$ cat src/rtl/tagger_pkg.sv
// tagger_pkg: shared states, marker opcodes and marker word builder
package tagger_pkg;
  typedef enum logic [2:0] {ST_DISABLED, ST_START, ST_RUN, ST_LOSS, ST_STOP} state_t;
  localparam logic [7:0] MARKER_PREFIX = 8'hFF;
  localparam logic [7:0] OP_START = 8'h00;
  localparam logic [7:0] OP_OVERFLOW = 8'h01;
  localparam logic [7:0] OP_HEARTBEAT = 8'h02;
  localparam logic [7:0] OP_STOP = 8'h03;
  function automatic logic [31:0] marker(input logic [7:0] op, input logic [15:0] arg);
    return {MARKER_PREFIX, op, arg};
  endfunction
endpackage

$ cat src/rtl/tagger_sat_counter.sv
// tagger_sat_counter: saturating up-counter with clear and load-one
module tagger_sat_counter #(
  parameter int W = 16
) (
  input  logic         clk,
  input  logic         rst,
  input  logic         inc,
  input  logic         clr,
  input  logic         load1,
  output logic [W-1:0] q
);
  // clear beats load-one beats increment; increment sticks at all-ones
  always_ff @(posedge clk)
    if (rst || clr) q <= '0;
    else if (load1) q <= W'(1);
    else if (inc && q != '1) q <= q + W'(1);
endmodule

$ cat src/rtl/tagger_stream_scheduler.sv
// tagger_stream_scheduler: merges tag words with START/OVERFLOW/HEARTBEAT/STOP markers into a FIFO
module tagger_stream_scheduler
  import tagger_pkg::*;
#(
  parameter int HB_BITS = 16
) (
  input  logic               trig_clk,
  input  logic               rst,
  input  logic               tag_write_enable,
  input  logic [31:0]        tag_write_data,
  output logic               tag_write_full,
  input  logic               fifo_full,
  output logic               fifo_write_enable,
  output logic [31:0]        fifo_write_data,
  input  logic               conf_enable,
  input  logic [HB_BITS-1:0] conf_heartbeat_period,
  output logic [31:0]        stat_lost_total
);
  state_t state, state_nx;
  logic [HB_BITS-1:0] hb_cnt, hb_seq;
  logic hb_pend, hb_pend_nx, hb_wrap, hb_emit, hb_clr;
  logic [15:0] lost16;
  logic lost_inc, lost_clr, lost_ld1, stat_inc;
  logic we_nx, full_nx;
  logic [31:0] data_nx;
  assign hb_wrap = state == ST_RUN && conf_heartbeat_period != '0 &&
                   hb_cnt == conf_heartbeat_period - HB_BITS'(1);
  // next state, FIFO write decision and drop accounting
  always_comb begin
    state_nx = state;
    we_nx = 1'b0;
    data_nx = fifo_write_data;
    lost_inc = 1'b0;
    lost_clr = 1'b0;
    lost_ld1 = 1'b0;
    stat_inc = 1'b0;
    hb_clr = 1'b0;
    hb_emit = 1'b0;
    case (state)
      ST_DISABLED: state_nx = conf_enable ? ST_START : ST_DISABLED;
      ST_START:
        if (!conf_enable) state_nx = ST_DISABLED;
        else if (!fifo_full) begin
          we_nx = 1'b1;
          data_nx = marker(OP_START, 16'h0);
          hb_clr = 1'b1;
          state_nx = ST_RUN;
        end
      ST_RUN:
        if (!conf_enable) begin
          lost_inc = tag_write_enable;
          stat_inc = tag_write_enable;
          state_nx = ST_STOP;
        end else if (tag_write_enable && !fifo_full) begin
          we_nx = 1'b1;
          data_nx = tag_write_data;
        end else if (tag_write_enable) begin
          lost_ld1 = 1'b1;
          stat_inc = 1'b1;
          state_nx = ST_LOSS;
        end else if (hb_pend && !fifo_full) begin
          we_nx = 1'b1;
          data_nx = marker(OP_HEARTBEAT, 16'(hb_seq));
          hb_emit = 1'b1;
        end
      ST_LOSS: begin
        stat_inc = tag_write_enable;
        if (!conf_enable) begin
          lost_inc = tag_write_enable;
          state_nx = ST_STOP;
        end else if (!fifo_full) begin
          we_nx = 1'b1;
          data_nx = marker(OP_OVERFLOW, lost16);
          lost_ld1 = tag_write_enable;
          lost_clr = !tag_write_enable;
          state_nx = tag_write_enable ? ST_LOSS : ST_RUN;
        end else lost_inc = tag_write_enable;
      end
      ST_STOP: begin
        stat_inc = tag_write_enable;
        lost_inc = tag_write_enable;
        if (!fifo_full) begin
          we_nx = 1'b1;
          data_nx = marker(OP_STOP, lost16);
          lost_clr = 1'b1;
          state_nx = ST_DISABLED;
        end
      end
      default: state_nx = ST_DISABLED;
    endcase
    hb_pend_nx = (state_nx == ST_STOP || hb_clr) ? 1'b0 : hb_wrap | (hb_pend & ~hb_emit);
    full_nx = state_nx != ST_RUN || fifo_full || hb_pend_nx;
  end
  // state and registered outputs
  always_ff @(posedge trig_clk)
    if (rst) begin
      state <= ST_DISABLED;
      fifo_write_enable <= 1'b0;
      fifo_write_data <= '0;
      tag_write_full <= 1'b1;
    end else begin
      state <= state_nx;
      fifo_write_enable <= we_nx;
      fifo_write_data <= data_nx;
      tag_write_full <= full_nx;
    end
  // heartbeat cycle counter, sequence number and pending flag
  always_ff @(posedge trig_clk)
    if (rst || hb_clr) begin
      hb_cnt <= '0;
      hb_seq <= '0;
      hb_pend <= 1'b0;
    end else begin
      if (state == ST_RUN) hb_cnt <= (hb_wrap || conf_heartbeat_period == '0) ? '0 : hb_cnt + HB_BITS'(1);
      hb_seq <= hb_emit ? hb_seq + HB_BITS'(1) : hb_seq;
      hb_pend <= hb_pend_nx;
    end
  tagger_sat_counter #(.W(16)) u_lost (
    .clk(trig_clk), .rst(rst), .inc(lost_inc), .clr(lost_clr), .load1(lost_ld1), .q(lost16)
  );
  tagger_sat_counter #(.W(32)) u_stat (
    .clk(trig_clk), .rst(rst), .inc(stat_inc), .clr(1'b0), .load1(1'b0), .q(stat_lost_total)
  );
endmodule

$ cat config.mk
export PLATFORM = sky130hd
export DESIGN_NAME = tagger_stream_scheduler
export DESIGN_NICKNAME = d
export VERILOG_FILES = /design/src/rtl/tagger_pkg.sv /design/src/rtl/tagger_sat_counter.sv /design/src/rtl/tagger_stream_scheduler.sv
export SDC_FILE = /design/constraint.sdc
export NUM_CORES = 1
export LEC_CHECK = 0
export BUFFER_PORTS_ARGS = -buffer_cell sky130_fd_sc_hd__buf_2
export CAP_MARGIN = 20
export CORE_MARGIN = 2
export CORE_UTILIZATION = 60
export DETAILED_ROUTE_END_ITERATION = 6
export PLACE_DENSITY = 0.87
export SYNTH_ARGS = -nofsm -noshare
export SYNTH_HDL_FRONTEND = slang
export SYNTH_SLANG_ARGS = --single-unit
$ cat constraint.sdc
create_clock -name trig_clk -period 5.65 [get_ports trig_clk]
set_input_delay 0.2825 -clock trig_clk [delete_from_list [all_inputs] [get_ports trig_clk]]
set_output_delay 0.2825 -clock trig_clk [all_outputs]
set_load 0.02 [all_outputs]
==> impl_metrics.yaml <==
outcome:
  status: "complete, no violations"
setup_path:
  required_ns: 6.03
  critPathLaunchType: "register"
  r2r_slack_ns: 2.75
  cp.arrival_ns: 3.27
  critical_path.max_fanout: 19
  endpoint_kind: "register"
  crit_type: "reg2reg"
cts:
  cts.sinks: 118
  cts.clk_slew.worst_paths_ns: 0.06
  clk_path_buf_depth: 2
  htree_levels: 4
  clock-root-buffer: "clkbuf_8"
  cts_tree: "done"
  numCtsBuffers: 17
  post_cts_buffers: 0
  cts_resized: 0
  cts_hold_buf: 0
  clock_latency_ns: 0.52
drt:
  viasPerCell: 5.86
  wl_met1_um: 6900
  wl_met2_um: 8430
  wirelength_um: 16600
  dr.pass1.iters: 6
  drc: 0
  routed.top_layer: "met4"
  first_iter_violations: 422
  wl_per_cell_um: 16.4
  routed-via-count: 5935
  wl_met3_um: 901
  drtAntennaViolNets: 0
power_and_ir_drop:
  power_frac_seq_pct: 39.6
  power_leakage_nw: 2.89
  power_mw: 2.14
  p_sw_mw: 0.493
  peakVddDrop_v: 0.000250
  p_comb_share_pct: 5.8
  p_clk_share_pct: 54.6
  powerDensity_mw_per_mm2: 292
  swShare_pct: 23.0
  intPower_mw: 1.65
grt:
  grt_first_pass_wirelength_um: 27200
  grt_pass1_vias: 5663
  grt-ovfl-total: 0
  grt_max_degree: 72
  grtUsageTotal_pct: 30.4
  antenna_found_initial: 0
synth:
  netlist_instances: 767
  synth_cell_types: 54
  ys.flop_type: "dfxtp_1"
  yosys_warnings: 0
  yosysSeqAreaShare_pct: 38.9
  synth_top_area_share_pct: 38.9
  synthTopCellsByArea: "dfxtp_1, xor2_1, nor2_1, nand2_1, a21oi_1"
  ys_ff_latch: 118
  async_flop_share_pct: 0
  synth_nets: 826
  synth_edf_count: 0
  synth_top_area_cell: "dfxtp_1"
  syn_area_per_cell_um2: 7.91
  netlist_area_mm2: 0.00607
sta:
  final.period_utilization_pct: 51.3
  finClkSkew_ns: 0.00823
  fmax_ghz: 0.345
  drv_slew: 0
  hold_violations: 0
  finalCriticalPeriod_ns: 2.90
  slew_headroom_pct: 42.3
  setup-tns-final_ns: 0
  setup_viol: 0
  rsz0062_at_grt: "no"
  worst_slew_pin_slew_ns: 0.864
job:
  cap_viol_max_count: 0
floorplan:
  die_x_um: 105
  initial_core_util_pct: 62.1
  rows: 36
  ios: 119
  die_h_um: 105
  die-area_mm2: 0.0109
  core_mm2: 0.00977
cells_and_area:
  drive_above_1_share_pct: 18.3
  final_util_pct: 75.1
  synthToLayoutAreaGrowth_pct: 21.1
  final_cells: 1013
  final_cell_mix: "nor2_1, dfxtp_1, buf_2"
  nNetsFinal: 926
  antennaDiodeCount: 0
  final_common_cell: "nor2_1"
placed_design:
  place.gp.congestion: 0.910
  dpl.hpwl_um: 11300
  io_buffers: 118
  dp.cells: 979
hold_path:
  min_path_type: "in2reg"
## power by group through the flow
stage	Clock (mW)	Combinational [mW]	Sequential, mW
after floorplan	0	0.0692	0.873
after global placement	0	0.118	0.866
after detailed placement	0	0.122	0.866
after CTS	1.17	0.122	0.848
after global routing	1.22	0.136	0.849
final	1.17	0.125	0.849
## synthesized netlist by cell type, types with 3 or more instances
cell and instances:
a211oi_1 19, nand2_1 97, clkbuf_1 32, ha_1 6, o21ai_1 9, o21ai_0 11, nand2b_1 6, a21oi_1 56
dfxtp_1 118, and4_1 9, nor3b_1 3, nor2b_1 7, xor2_1 55, a211o_1 4, buf_2 5, mux2i_1 6
nor4b_1 3, nand4_1 19, a31oi_1 7, nor2_1 120, and3_1 22, and2_1 4, nor4_1 8, nand3_1 29
nor3_1 28, or3_1 12, xnor2_1 28, inv_1 11
## sequential cells by signal, indices dropped and copies added (netlist names)
signal and count:
hb_cnt 16, fifo_write_data 32, tag_write_full 1, u_stat.q 32, fifo_write_enable 1, hb_seq 16
hb_pend 1, u_lost.q 16, state 3
## worst paths after layout
path	start	endpoint	cells after the start
max	state[2]$_SDFF_PP0_	u_stat.q[28]$_SDFFE_PP0P_	7
min	tag_write_data[19]	fifo_write_data[19]$_SDFFE_PP0P_	3
max reg2reg	state[2]$_SDFF_PP0_	u_stat.q[28]$_SDFFE_PP0P_	7
min reg2reg	fifo_write_data[23]$_SDFFE_PP0P_	fifo_write_data[23]$_SDFFE_PP0P_	2
## per-stage QoR
stage	hold slack [ns]	setup WS [ns]	cell area, µm²
floorplan	0.434	3.17	6070
CTS	0.0106	2.78	7320
detailed placement	0.446	2.78	6670
finish	0.0183	2.75	7340
global placement	0.436	2.88	6670
global route	0.0149	2.57	7340
## metal layers
layer / track usage (%) / vias to the layer above
li1: - / 2867
met1: 36.6 / 2750
met2: 53.7 / 273
met3: 5.99 / 45
met4: 10.6 / 0
met5: 0 / -
## area by class of cell
cell class                      instances  area, µm²
Tap cell                              133        166
Sequential cell                       118       2360
Clock inverter                         14        224
Inverter                               11       41.3
Fill cell                             725       2430
Clock buffer                           18        418
Multi-Input combinational cell        598       3510
Timing Repair Buffer                  121        626
## cell families after synthesis
kind of cell,synth area share (%)
buf+inv,3.44
flops,38.9
fa+ha+maj,1.24
compound gates,12.3
mux,0.990
xor+xnor,12.4
simple gates,30.8
## critical path: stages (launching register included)
cell and delay (ns):
dfxtp_1 0.52, nor3b_1 0.36, a21o_1 0.52, o21ai_1 0.26, or3_1 0.45, or4_1 0.43
xor2_1 0.15, nor2_1 0.05
No activity file was read; power rests on OpenSTA's default activity.
